===== src/rtl/uart_rx_engine.sv =====
// UART receive engine: synchronizes rx, finds the start bit, samples each bit at its centre
// and presents the assembled 7/8-bit byte with parity, framing and overrun status.
module uart_rx_engine #(
  parameter int unsigned KW          = 20,
  parameter int unsigned SYNC_STAGES = 2   // must be >= 2
) (
  input  logic          clk,
  input  logic          reset,
  input  logic          rx,
  input  logic [KW-1:0] k,
  input  logic          eight,
  input  logic          pen,
  input  logic          ohel,
  input  logic          reads,
  output logic [7:0]    rx_data,
  output logic          rx_ready,
  output logic          perr,
  output logic          ferr,
  output logic          ovf
);

  typedef enum logic [1:0] {StIdle, StStart, StData, StDone} state_e;

  state_e                 state_q, state_d;
  logic [SYNC_STAGES-1:0] sync_q;
  logic [KW-1:0]          cnt_q, cnt_d;
  logic [3:0]             bitcnt_q, bitcnt_d;
  logic [9:0]             shreg_q, shreg_d;
  logic                   eight_q, eight_d, pen_q, pen_d, ohel_q, ohel_d;
  logic [7:0]             rx_data_q, rx_data_d;
  logic                   rx_ready_q, rx_ready_d;
  logic                   perr_q, perr_d, ferr_q, ferr_d, ovf_q, ovf_d;

  logic          rxs;
  logic [KW-1:0] target;
  logic          tick;
  logic [3:0]    nsamp;
  logic [7:0]    frame;
  logic [7:0]    data;

  assign rxs = sync_q[SYNC_STAGES-1];

  // Half a bit in START lands the first data sample at the centre of bit 0.
  assign target = (state_q == StStart) ? (k >> 1) : k;
  assign tick   = (cnt_q == target - KW'(1));

  // Samples after the start bit: data bits, optional parity, stop.
  assign nsamp = 4'd8 + {3'd0, eight_q} + {3'd0, pen_q};

  // The stop bit always ends up in bit 9 and parity in bit 8; data sits below them.
  assign frame = 8'(shreg_q >> (4'd10 - nsamp));
  assign data  = {eight_q & frame[7], frame[6:0]};

  always_ff @(posedge clk) begin
    if (reset) begin
      state_q    <= StIdle;
      sync_q     <= '1;
      cnt_q      <= '0;
      bitcnt_q   <= '0;
      shreg_q    <= '0;
      eight_q    <= 1'b0;
      pen_q      <= 1'b0;
      ohel_q     <= 1'b0;
      rx_data_q  <= '0;
      rx_ready_q <= 1'b0;
      perr_q     <= 1'b0;
      ferr_q     <= 1'b0;
      ovf_q      <= 1'b0;
    end else begin
      state_q    <= state_d;
      sync_q     <= {sync_q[SYNC_STAGES-2:0], rx};
      cnt_q      <= cnt_d;
      bitcnt_q   <= bitcnt_d;
      shreg_q    <= shreg_d;
      eight_q    <= eight_d;
      pen_q      <= pen_d;
      ohel_q     <= ohel_d;
      rx_data_q  <= rx_data_d;
      rx_ready_q <= rx_ready_d;
      perr_q     <= perr_d;
      ferr_q     <= ferr_d;
      ovf_q      <= ovf_d;
    end
  end

  always_comb begin
    state_d    = state_q;
    cnt_d      = '0;
    bitcnt_d   = bitcnt_q;
    shreg_d    = shreg_q;
    eight_d    = eight_q;
    pen_d      = pen_q;
    ohel_d     = ohel_q;
    rx_data_d  = rx_data_q;
    rx_ready_d = rx_ready_q;
    perr_d     = perr_q;
    ferr_d     = ferr_q;
    ovf_d      = ovf_q;

    if (reads) begin
      rx_ready_d = 1'b0;
      ovf_d      = 1'b0;
    end

    unique case (state_q)
      StIdle: begin
        if (!rxs) begin
          state_d = StStart;
          eight_d = eight;
          pen_d   = pen;
          ohel_d  = ohel;
        end
      end
      StStart: begin
        if (tick) begin
          state_d  = rxs ? StIdle : StData;
          bitcnt_d = '0;
        end else begin
          cnt_d = cnt_q + KW'(1);
        end
      end
      StData: begin
        if (tick) begin
          shreg_d  = {rxs, shreg_q[9:1]};
          bitcnt_d = bitcnt_q + 4'd1;
          if (bitcnt_d == nsamp) state_d = StDone;
        end else begin
          cnt_d = cnt_q + KW'(1);
        end
      end
      StDone: begin
        // A read in this cycle loses to the new byte.
        rx_data_d  = data;
        ferr_d     = ~shreg_q[9];
        perr_d     = pen_q & (shreg_q[8] ^ (^data) ^ ohel_q);
        rx_ready_d = 1'b1;
        ovf_d      = rx_ready_q & ~reads;
        state_d    = StIdle;
      end
      default: state_d = StIdle;
    endcase
  end

  assign rx_data  = rx_data_q;
  assign rx_ready = rx_ready_q;
  assign perr     = perr_q;
  assign ferr     = ferr_q;
  assign ovf      = ovf_q;

endmodule


===== config.mk =====
export PLATFORM = sky130hd
export DESIGN_NAME = uart_rx_engine
export DESIGN_NICKNAME = d
export VERILOG_FILES = /design/src/rtl/uart_rx_engine.sv
export SDC_FILE = /design/constraint.sdc
export NUM_CORES = 1
export LEC_CHECK = 0
export CAP_MARGIN = 0
export CORE_AREA = 2 2 86 88
export CTS_BUF_LIST = sky130_fd_sc_hd__clkbuf_2 sky130_fd_sc_hd__clkbuf_4 sky130_fd_sc_hd__clkbuf_8
export CTS_CLUSTER_DIAMETER = 80
export DETAILED_ROUTE_END_ITERATION = 12
export DIE_AREA = 0 0 88 90
export HOLD_SLACK_MARGIN = 0.08
export PLACE_DENSITY = 0.77
export SETUP_SLACK_MARGIN = 0.3
export SLEW_MARGIN = 0
export SYNTH_ARGS = -nofsm -noshare
export SYNTH_HDL_FRONTEND = slang
export SYNTH_SLANG_ARGS = --single-unit

===== constraint.sdc =====
create_clock -name clk -period 12.7 [get_ports clk]
set_clock_uncertainty 0.15 [all_clocks]
set_input_delay 2.54 -clock clk [delete_from_list [all_inputs] [get_ports clk]]
set_output_delay 2.54 -clock clk [all_outputs]
set_load 0.005 [all_outputs]

# Word-level counts from Yosys, hierarchy flattened
# Index checks and enable logic that the tools add are counted.
[classes] add_sub_neg=6 reduce_logical=10 shifts=1 mux=13 eq_ne=9 n_bitwise=9
[ops] op="adder 20 x 1 -> 20 bit, second input constant" count=1
[ops] op="equality test 20 bit" count=1
[ops] op="two-way mux 20 bit" count=1
[ops] op="subtractor 20 x 1 -> 20 bit, second input constant" count=1
[ops] op="two-way mux 2 bit" count=5
[ops] op=">> shifter 10 x 4 -> 8 bit" count=1
[ops] op="two-way mux 4 bit" count=2
[ops] op="inequality test 2 bit, second input constant" count=4
[ops] op="one-hot mux 2 bit (4 select lines)" count=1
[ops] op="one-hot mux 4 bit (2 select lines)" count=1
[ops] op="parity 8 bit" count=1
[ops] op="adder 4 x 1 -> 4 bit" count=1
[ops] op="adder 4 x 1 -> 4 bit, first input constant" count=1
[ops] op="adder 4 x 1 -> 4 bit, second input constant" count=1
[ops] op="equality test 2 bit, second input constant" count=2
[ops] op="equality test 4 bit" count=1
[ops] op="NOT 1 bit" count=4
[ops] op="AND reduction 2 bit" count=2
[ops] op="AND reduction 4 bit" count=1
[ops] op="nonzero test 2 bit" count=2
[ops] op="subtractor 4 bit, first input constant" count=1
[ops] op="bitwise AND 1 bit" count=3
[ops] op="two-way mux 1 bit" count=3
[ops] op="AND reduction 3 bit" count=1
[ops] op="other kinds (5)" count=6
[word_totals] output_inout_bits=12 reg_bits=53

# Depth between registers and ports, before layout
# Gate-level depths: netlist of run 1.
[logic_depth] ltp_word=9 depth_mapped=19

# Worst setup path after synthesis of run 1
# OpenSTA, ideal clock, no wires.
[synth_timing] path_type="in2reg" from="in k[1]" to="reg shreg_q[0]" setup_time_ns=0.128 arrival_ns=5.460 n_path_buf=1 required_ns=12.422 slack_ns=6.963 stages=13 cell_sequence="mux2i_1 -> ha_1 -> nand2b_1 -> or4b_2 -> o221a_2 -> xnor2_1 -> a2111oi_0 -> o2111ai_1 -> nor4_4 -> and3_4 -> buf_12 -> mux2i_1 -> nor2_1"
[synth_between] elab_chain_cells=4
[synth_rtl] item="start, declared" line_no="10" text="input logic [KW-1:0] k,"
[synth_rtl] item="two-way mux 20 bit" line_no="44" text="assign target = (state_q == StStart) ? (k >> 1) : k;"
[synth_rtl] item="subtractor 20 x 1 -> 20 bit" line_no="45" text="assign tick = (cnt_q == target - KW'(1));"
[synth_rtl] item="equality test 20 bit" line_no="45"
[synth_rtl] item="AND reduction 2 bit (no source line)"
[synth_rtl] item="end signal, assigned" line_no="74" text="shreg_q <= shreg_d;"
[synth_rtl] item="end, declared" line_no="28" text="logic [9:0] shreg_q, shreg_d;"
# No other way between the ends.
# A chain may end at the register's enable or synchronous reset.

# Worst setup path in the final report of run 1
[layout_timing] from="in k[1]" to="reg cnt_q[13]"
[layout_between] elab_chain_cells=4
[layout_rtl] item="two-way mux 20 bit" line_no="44"
[layout_rtl] item="subtractor 20 x 1 -> 20 bit" line_no="45"
[layout_rtl] item="equality test 20 bit" line_no="45"
[layout_rtl] item="OR reduction 3 bit (no source line)"
[layout_rtl] item="end signal, assigned" line_no="72" text="cnt_q <= cnt_d;"
[layout_rtl] item="end, declared" line_no="26" text="logic [KW-1:0] cnt_q, cnt_d;"
# No other way between the ends.

==> flow_summary.json, run 1 <==
{
  "outcome": "finished, final reports clean",
  "power.leakage_nw": 1.460,
  "synth_cells": 471,
  "achievable_frequency_ghz": 0.1567,
  "detail_route.first_pass.iterations": 5,
  "area_growth_pct": 12.67,
  "wl_per_cell_um": 14.42,
  "syn-cell-area_mm2": 0.003812,
  "die_area_mm2": 0.007920,
  "vias": 3432,
  "post-dp-hpwl_mm": 6.438,
  "sum_of_negative_setup_slack_ns": 0,
  "hold_viol": 0,
  "hold_path.class": "flop to flop",
  "cts.sink_count": 53,
  "finalNetCount": 530,
  "grt_pass1_vias": 3200,
  "first_iter_violations": 256,
  "cells_taking_the_most_area_after_synthesis": "sky130_fd_sc_hd__dfxtp_1 (28%), sky130_fd_sc_hd__mux2i_1 (8.9%), sky130_fd_sc_hd__xnor2_1 (7.6%), sky130_fd_sc_hd__nor2_1 (6.0%), sky130_fd_sc_hd__xor2_1 (4.6%)",
  "holdBufCountCts": 0,
  "timing.critical_path.fanout_max": 20,
  "critPathRequiredTime_ns": 12.72,
  "count_of_flip_flops_with_a_built_in_enable_after_synthesis": 0,
  "die_width_um": 88,
  "commonest_non_fill_non_tap_cells_in_the_layout": "sky130_fd_sc_hd__nor2_1 (61), sky130_fd_sc_hd__dfxtp_1 (53), sky130_fd_sc_hd__clkdlybuf4s50_1 (38)",
  "finalWirelength_mm": 8.549,
  "floorplan.initialDensity_pct": 54.30,
  "antenna-diode-count": 0,
  "pin_count_of_the_biggest_net_entering_global_routing": 43,
  "timing.rr.end": "cnt_q[13]$_SDFF_PP0_",
  "cts-buffers-inserted": 5,
  "ys_dominant_reg_cell": "sky130_fd_sc_hd__dfxtp_1",
  "post_cts.resized_instances": 0,
  "final_count_of_negative_setup_slack_endpoints": 0,
  "yosys.area_share.simple_pct": 24.94,
  "design.portCount": 39,
  "rows": 31,
  "global_route.overflow_total": 0,
  "drv_slew": 0,
  "critical_path.startpoint": "k[1]",
  "place_worst_setup_slack_ns": 6.007,
  "critical_path.startpoint_type": "input pin",
  "routabilityCongestion": 0.8484,
  "synth.ff_latch_count": 53,
  "asyncSetResetFlopFracSynth_pct": 0,
  "logic_depth_of_the_worst_register_to_register_path": 15,
  "antenna_violating_nets_post_route": 0,
  "core_mm2": 0.007020,
  "worst_setup_path_end_kind": "flop",
  "synth_top_area_share_pct": 27.83,
  "synth_fp_nets": 508,
  "post_cts_buffers": 0,
  "layout_worst_path_cycle_share_pct": 50.25,
  "antenna_found_initial": 0,
  "die_h_um": 90,
  "seq_area_frac_synth_pct": 27.83,
  "critPathKind": "input pin to flop",
  "finalWorstPathRequiredPeriod_ns": 6.381,
  "synthAdderAreaFrac_pct": 3.282,
  "cp-endpoint": "cnt_q[13]$_SDFF_PP0_",
  "io_buffers": 38,
  "ir_worst_vdd_v": 0.00005603,
  "cts_max_level": 2,
  "compound_gate_fraction_of_synth_area_pct": 16.18,
  "timing.critical_path.arrival_ns": 6.40,
  "layout.cells.most_common": "sky130_fd_sc_hd__nor2_1",
  "remaining_drc_errors": 0,
  "synthesis.yosys.warnings": 0,
  "yosys.cell_types.count": 70,
  "worst_slew_pin_slew_ns": 0.7602,
  "cts_tree": "done",
  "rsz_0062_raised_after_global_routing": "false",
  "synth_top_family_by_area": "simple AND/OR/NAND/NOR gates",
  "clk-insertion-delay-late_ns": 0.31,
  "pwr_density_cell_mw_per_mm2": 84.35,
  "rrSetupSlack_ns": 7.91,
  "globalRouteTotalUtil_pct": 22.00,
  "clock_path_buffers": 2,
  "drv.max_cap_violation_count": 0,
  "path_clk_slew_ns": 0.10,
  "cts.root.buffer_cell": "sky130_fd_sc_hd__clkbuf_8",
  "final.setup.worst_slack_ns": 6.319,
  "routed_via_density": 5.788,
  "synthDominantAreaCellType": "sky130_fd_sc_hd__dfxtp_1",
  "synth.mux.area_fraction_pct": 10.11,
  "timing.max_slew.rel_slack_pct": 49.18,
  "post_route_cells_drive_above_1_share_pct": 6.883,
  "grt_first_pass_wirelength_mm": 14.41,
  "post_synth_xor_area_fraction_pct": 12.18,
  "synthesis.area_per_instance_um2": 8.094
}
## metal layers
layer	vias to the layer above	global-route usage, %	wire (um)
li1	1714	-	-
met1	1619	29.94	4070
met2	84	36.62	4036
met3	15	3.306	308
met4	0	4.615	134
met5	-	0	0
## kinds of logic (layout without fill, tap and decap cells)
group / Yosys count / count (layout)
XOR/XNOR: 53 / 53
AO/OA/AOI/OAI: 86 / 86
flip-flops: 53 / 53
multiplexers: 37 / 37
AND/OR/NAND/NOR: 185 / 185
adder cells (fa/ha/maj): 10 / 10
buffers and inverters: 47 / 70
## how the worst min path moves through the flow
stage | start | end | slack [ns] | cells past startpoint
floorplan | sync_q[0]$_SDFF_PP1_ | sync_q[1]$_SDFF_PP1_ | 0.24 | 1
global route | sync_q[0]$_SDFF_PP1_ | sync_q[1]$_SDFF_PP1_ | 0.29 | 1
CTS | sync_q[0]$_SDFF_PP1_ | sync_q[1]$_SDFF_PP1_ | 0.27 | 1
finish | sync_q[0]$_SDFF_PP1_ | sync_q[1]$_SDFF_PP1_ | 0.27 | 1
detailed placement | sync_q[0]$_SDFF_PP1_ | sync_q[1]$_SDFF_PP1_ | 0.25 | 1
global placement | sync_q[0]$_SDFF_PP1_ | sync_q[1]$_SDFF_PP1_ | 0.25 | 1
## critical path: stages
cell	delay (ns)
sky130_fd_sc_hd__clkdlybuf4s50_1	0.46
sky130_fd_sc_hd__mux2i_1	0.24
sky130_fd_sc_hd__ha_1	0.23
sky130_fd_sc_hd__nand2b_1	0.14
sky130_fd_sc_hd__or4b_2	0.63
sky130_fd_sc_hd__o221a_2	0.15
sky130_fd_sc_hd__xnor2_1	0.12
sky130_fd_sc_hd__a2111oi_0	0.39
sky130_fd_sc_hd__o2111ai_1	0.31
sky130_fd_sc_hd__nor4_2	0.36
sky130_fd_sc_hd__nand2_2	0.14
sky130_fd_sc_hd__nand3_1	0.58
sky130_fd_sc_hd__nor2_1	0.12
## flip-flops by register name, indices dropped and copies added, names as in the netlist, named ones only
register,count
eight_q,1
state_q,1
ohel_q,1
rx_data,8
ovf,1
pen_q,1
cnt_q,20
bitcnt_q,4
perr,1
shreg_q,10
sync_q,2
rx_ready,1
ferr,1
## through the flow
stage          hold WS, ns  std cells  total power [W]  utilization [%]  instance area [um^2]
2_1_floorplan       0.2395        471        0.0002443                -                  3812
3_3_place_gp        0.2480        585        0.0002644            59.90                  4205
3_5_place_dp        0.2467        585        0.0002672            59.90                  4205
4_1_cts             0.2717        593        0.0003646            61.18                  4295
5_1_grt             0.2856        593        0.0003814            61.18                  4295
6_report            0.2693        593        0.0003623            61.18                  4295
## synth_stat cells (all sizes together) (10+ instances only)
| library cell | n |
|---|---|
| nor2 | 61 |
| dfxtp | 53 |
| mux2i | 34 |
| xnor2 | 33 |
| nand2 | 30 |
| inv | 22 |
| nand3 | 22 |
| a21oi | 21 |
| xor2 | 20 |
| buf | 13 |
| nor3 | 13 |
| and3 | 12 |
| clkbuf | 12 |
| ha | 10 |
| o21ai | 10 |
## report_power, final
group,switching (W),total [W],internal [W]
sequential,0.00000184,0.000170,0.000168
clock,0.0000589,0.0000982,0.0000393
combinational,0.0000537,0.0000946,0.0000409
total,0.000114,0.000362,0.000248
## cell type report
cell class                 count  area, um^2
tap                           99       123.9
sequential                    53        1061
inverter                      22       82.58
timing repair buffer          40       395.4
clock buffer                   5       68.82
multi-input combinational    371        2542
clock inverter                 3       21.27
fill                         625        2725
Power figures use the tool's default switching activity.
==> run 2: changes to the inputs <==
Settings changed: CORE_AREA 2 2 86 88 to 2 2 88 90, DIE_AREA 0 0 88 90 to 0 0 90 92.
Clock period 12.7 ns to 5.4 ns, I/O delays scaled along.
==> run 2 against run 1 <==
Net effect:
- sequential share of layout area down 0.093 points
- clock-buffer cell count stayed put
- hold slack better by 0.012 ns
- die area up 4.5%
- worst setup slack got worse by 5.9 ns
- highest routed layer unchanged
- wire length down 1.8%
- largest power group unchanged
- total power rose by 140%
- sequential power is 130% higher
- via count down 0.99%
- combinational power increased by 130%
==> flow_summary.json, run 2 (synthesis results as in run 1) <==
{
  "outcome": "finished, final reports clean",
  "antenna_found_initial": 0,
  "clk-insertion-delay-late_ns": 0.32,
  "wl_per_cell_um": 14.07,
  "grt_first_pass_wirelength_mm": 14.60,
  "design.portCount": 39,
  "layout_worst_path_cycle_share_pct": 91.66,
  "place_worst_setup_slack_ns": 0.1212,
  "antenna-diode-count": 0,
  "antenna_violating_nets_post_route": 0,
  "routedLengthMet1_mm": 3.864,
  "power.leakage_nw": 1.462,
  "total_power_w": 0.0008577,
  "cts.sink_count": 53,
  "area_growth_pct": 13.09,
  "critical_path.startpoint_type": "input pin",
  "timing.max_slew.rel_slack_pct": 54.46,
  "drv.max_cap_violation_count": 0,
  "global_route.overflow_total": 0,
  "pin_count_of_the_biggest_net_entering_global_routing": 40,
  "routabilityCongestion": 0.8976,
  "routed_via_density": 5.692,
  "critPathRequiredTime_ns": 5.45,
  "flip_flop_count_of_the_largest_register_after_layout": 20,
  "holdBufCountCts": 0,
  "io_buffers": 38,
  "rsz_0062_raised_after_global_routing": "false",
  "rows": 32,
  "n_fill_cell": 672,
  "post-dp-hpwl_mm": 6.341,
  "layout.cells.most_common": "sky130_fd_sc_hd__nor2_1",
  "timing.critical_path.arrival_ns": 5.00,
  "hold_viol": 0,
  "worst_setup_path_end_kind": "flop",
  "met2_wirelength_mm": 3.959,
  "floorplan.initialDensity_pct": 51.19,
  "remaining_drc_errors": 0,
  "critPathKind": "input pin to flop",
  "sum_of_negative_setup_slack_ns": 0,
  "timing.critical_path.fanout_max": 10,
  "grt_pass1_vias": 3286,
  "achievable_frequency_ghz": 0.2020,
  "ir_worst_vdd_v": 0.0001063,
  "worst_slew_pin_slew_ns": 0.6831,
  "core_mm2": 0.007447,
  "globalRouteTotalUtil_pct": 20.80,
  "finalWirelength_mm": 8.399,
  "post_route_cells_drive_above_1_share_pct": 7.071,
  "post_cts_buffers": 0,
  "vias": 3398,
  "largest-register": "cnt_q",
  "final_count_of_negative_setup_slack_endpoints": 0,
  "cts-buffers-inserted": 5,
  "finalWorstPathRequiredPeriod_ns": 4.950,
  "cts_tree": "done",
  "clock_path_buffers": 2,
  "first_iter_violations": 153,
  "final.setup.worst_slack_ns": 0.4501,
  "cts_max_level": 2,
  "detail_route.first_pass.iterations": 5,
  "top_layer": "met4",
  "dr_wl_met3_um": 441,
  "finalNetCount": 531,
  "hold_path.class": "flop to flop",
  "die_h_um": 92,
  "cts.root.buffer_cell": "sky130_fd_sc_hd__clkbuf_8",
  "die_area_mm2": 0.008280,
  "commonest_non_fill_non_tap_cells_in_the_layout": "sky130_fd_sc_hd__nor2_1 (61), sky130_fd_sc_hd__dfxtp_1 (53), sky130_fd_sc_hd__clkdlybuf4s50_1 (38)",
  "post_cts.resized_instances": 0,
  "pwr_density_cell_mw_per_mm2": 198.9,
  "drv_slew": 0,
  "die_width_um": 90,
  "path_clk_slew_ns": 0.10
}
run 2: cell count changes in the layout (fill, tap and decap cells not counted), sizes merged:
cell / before / now
buf: 2 / 3
clkinv: 1 / 0
clkinvlp: 1 / 2
run 2: path summary, 6_finish.rpt:
kind,endpoint,cells past startpoint,start,slack [ns]
hold / removal,sync_q[1]$_SDFF_PP1_,1,sync_q[0]$_SDFF_PP1_,0.28
setup / recovery,shreg_q[2]$_SDFFE_PP0P_,13,k[1],0.45
hold reg to reg,sync_q[1]$_SDFF_PP1_,1,sync_q[0]$_SDFF_PP1_,0.28
setup reg to reg,shreg_q[2]$_SDFFE_PP0P_,14,flop,0.83
run 2: stage by stage:
step / std cells / area [um^2] / hold slack, ns / utilization, %
floorplan: 471 / 3812 / 0.2395 / -
global placement: 589 / 4217 / 0.2489 / 56.62
detailed placement: 589 / 4217 / 0.2597 / 56.62
CTS: 597 / 4312 / 0.2870 / 57.90
global route: 597 / 4312 / 0.3021 / 57.90
finish: 597 / 4312 / 0.2809 / 57.90
run 2: layout make-up:
| class | count | area [um^2] | share of cell area [%] |
|---|---|---|---|
| Clock buffer | 5 | 68.82 | 1.596 |
| Clock inverter | 3 | 26.28 | 0.6094 |
| Inverter | 22 | 82.58 | 1.915 |
| Multi-Input combinational cell | 371 | 2542 | 58.97 |
| Sequential cell | 53 | 1061 | 24.61 |
| Tap cell | 102 | 127.6 | 2.960 |
| Timing Repair Buffer | 41 | 402.9 | 9.344 |
run 2: worst max-delay path: stages:
cell and delay (ns):
sky130_fd_sc_hd__clkdlybuf4s50_1 0.47, sky130_fd_sc_hd__mux2i_1 0.27, sky130_fd_sc_hd__ha_1 0.23, sky130_fd_sc_hd__nand2b_1 0.14, sky130_fd_sc_hd__or4b_2 0.64, sky130_fd_sc_hd__o221a_2 0.15, sky130_fd_sc_hd__xnor2_1 0.11, sky130_fd_sc_hd__a2111oi_0 0.46
sky130_fd_sc_hd__o2111ai_1 0.33, sky130_fd_sc_hd__nor4_4 0.45, sky130_fd_sc_hd__and3_4 0.36, sky130_fd_sc_hd__mux2i_1 0.24, sky130_fd_sc_hd__nor2_1 0.07
run 2: routing by layer:
metal / track usage [%] / vias up
met5: 0 / -
met4: 6.538 / 0
met2: 35.65 / 67
li1: - / 1715
met1: 26.66 / 1601
met3: 3.698 / 15
run 2: report_power, final:
part	leakage [nW]	switching [W]	internal, W
logic	0.992	0.000125	0.0000975
clock network	0.0423	0.000143	0.0000946
registers	0.428	0.00000426	0.000394
total	1.46	0.000271	0.000586
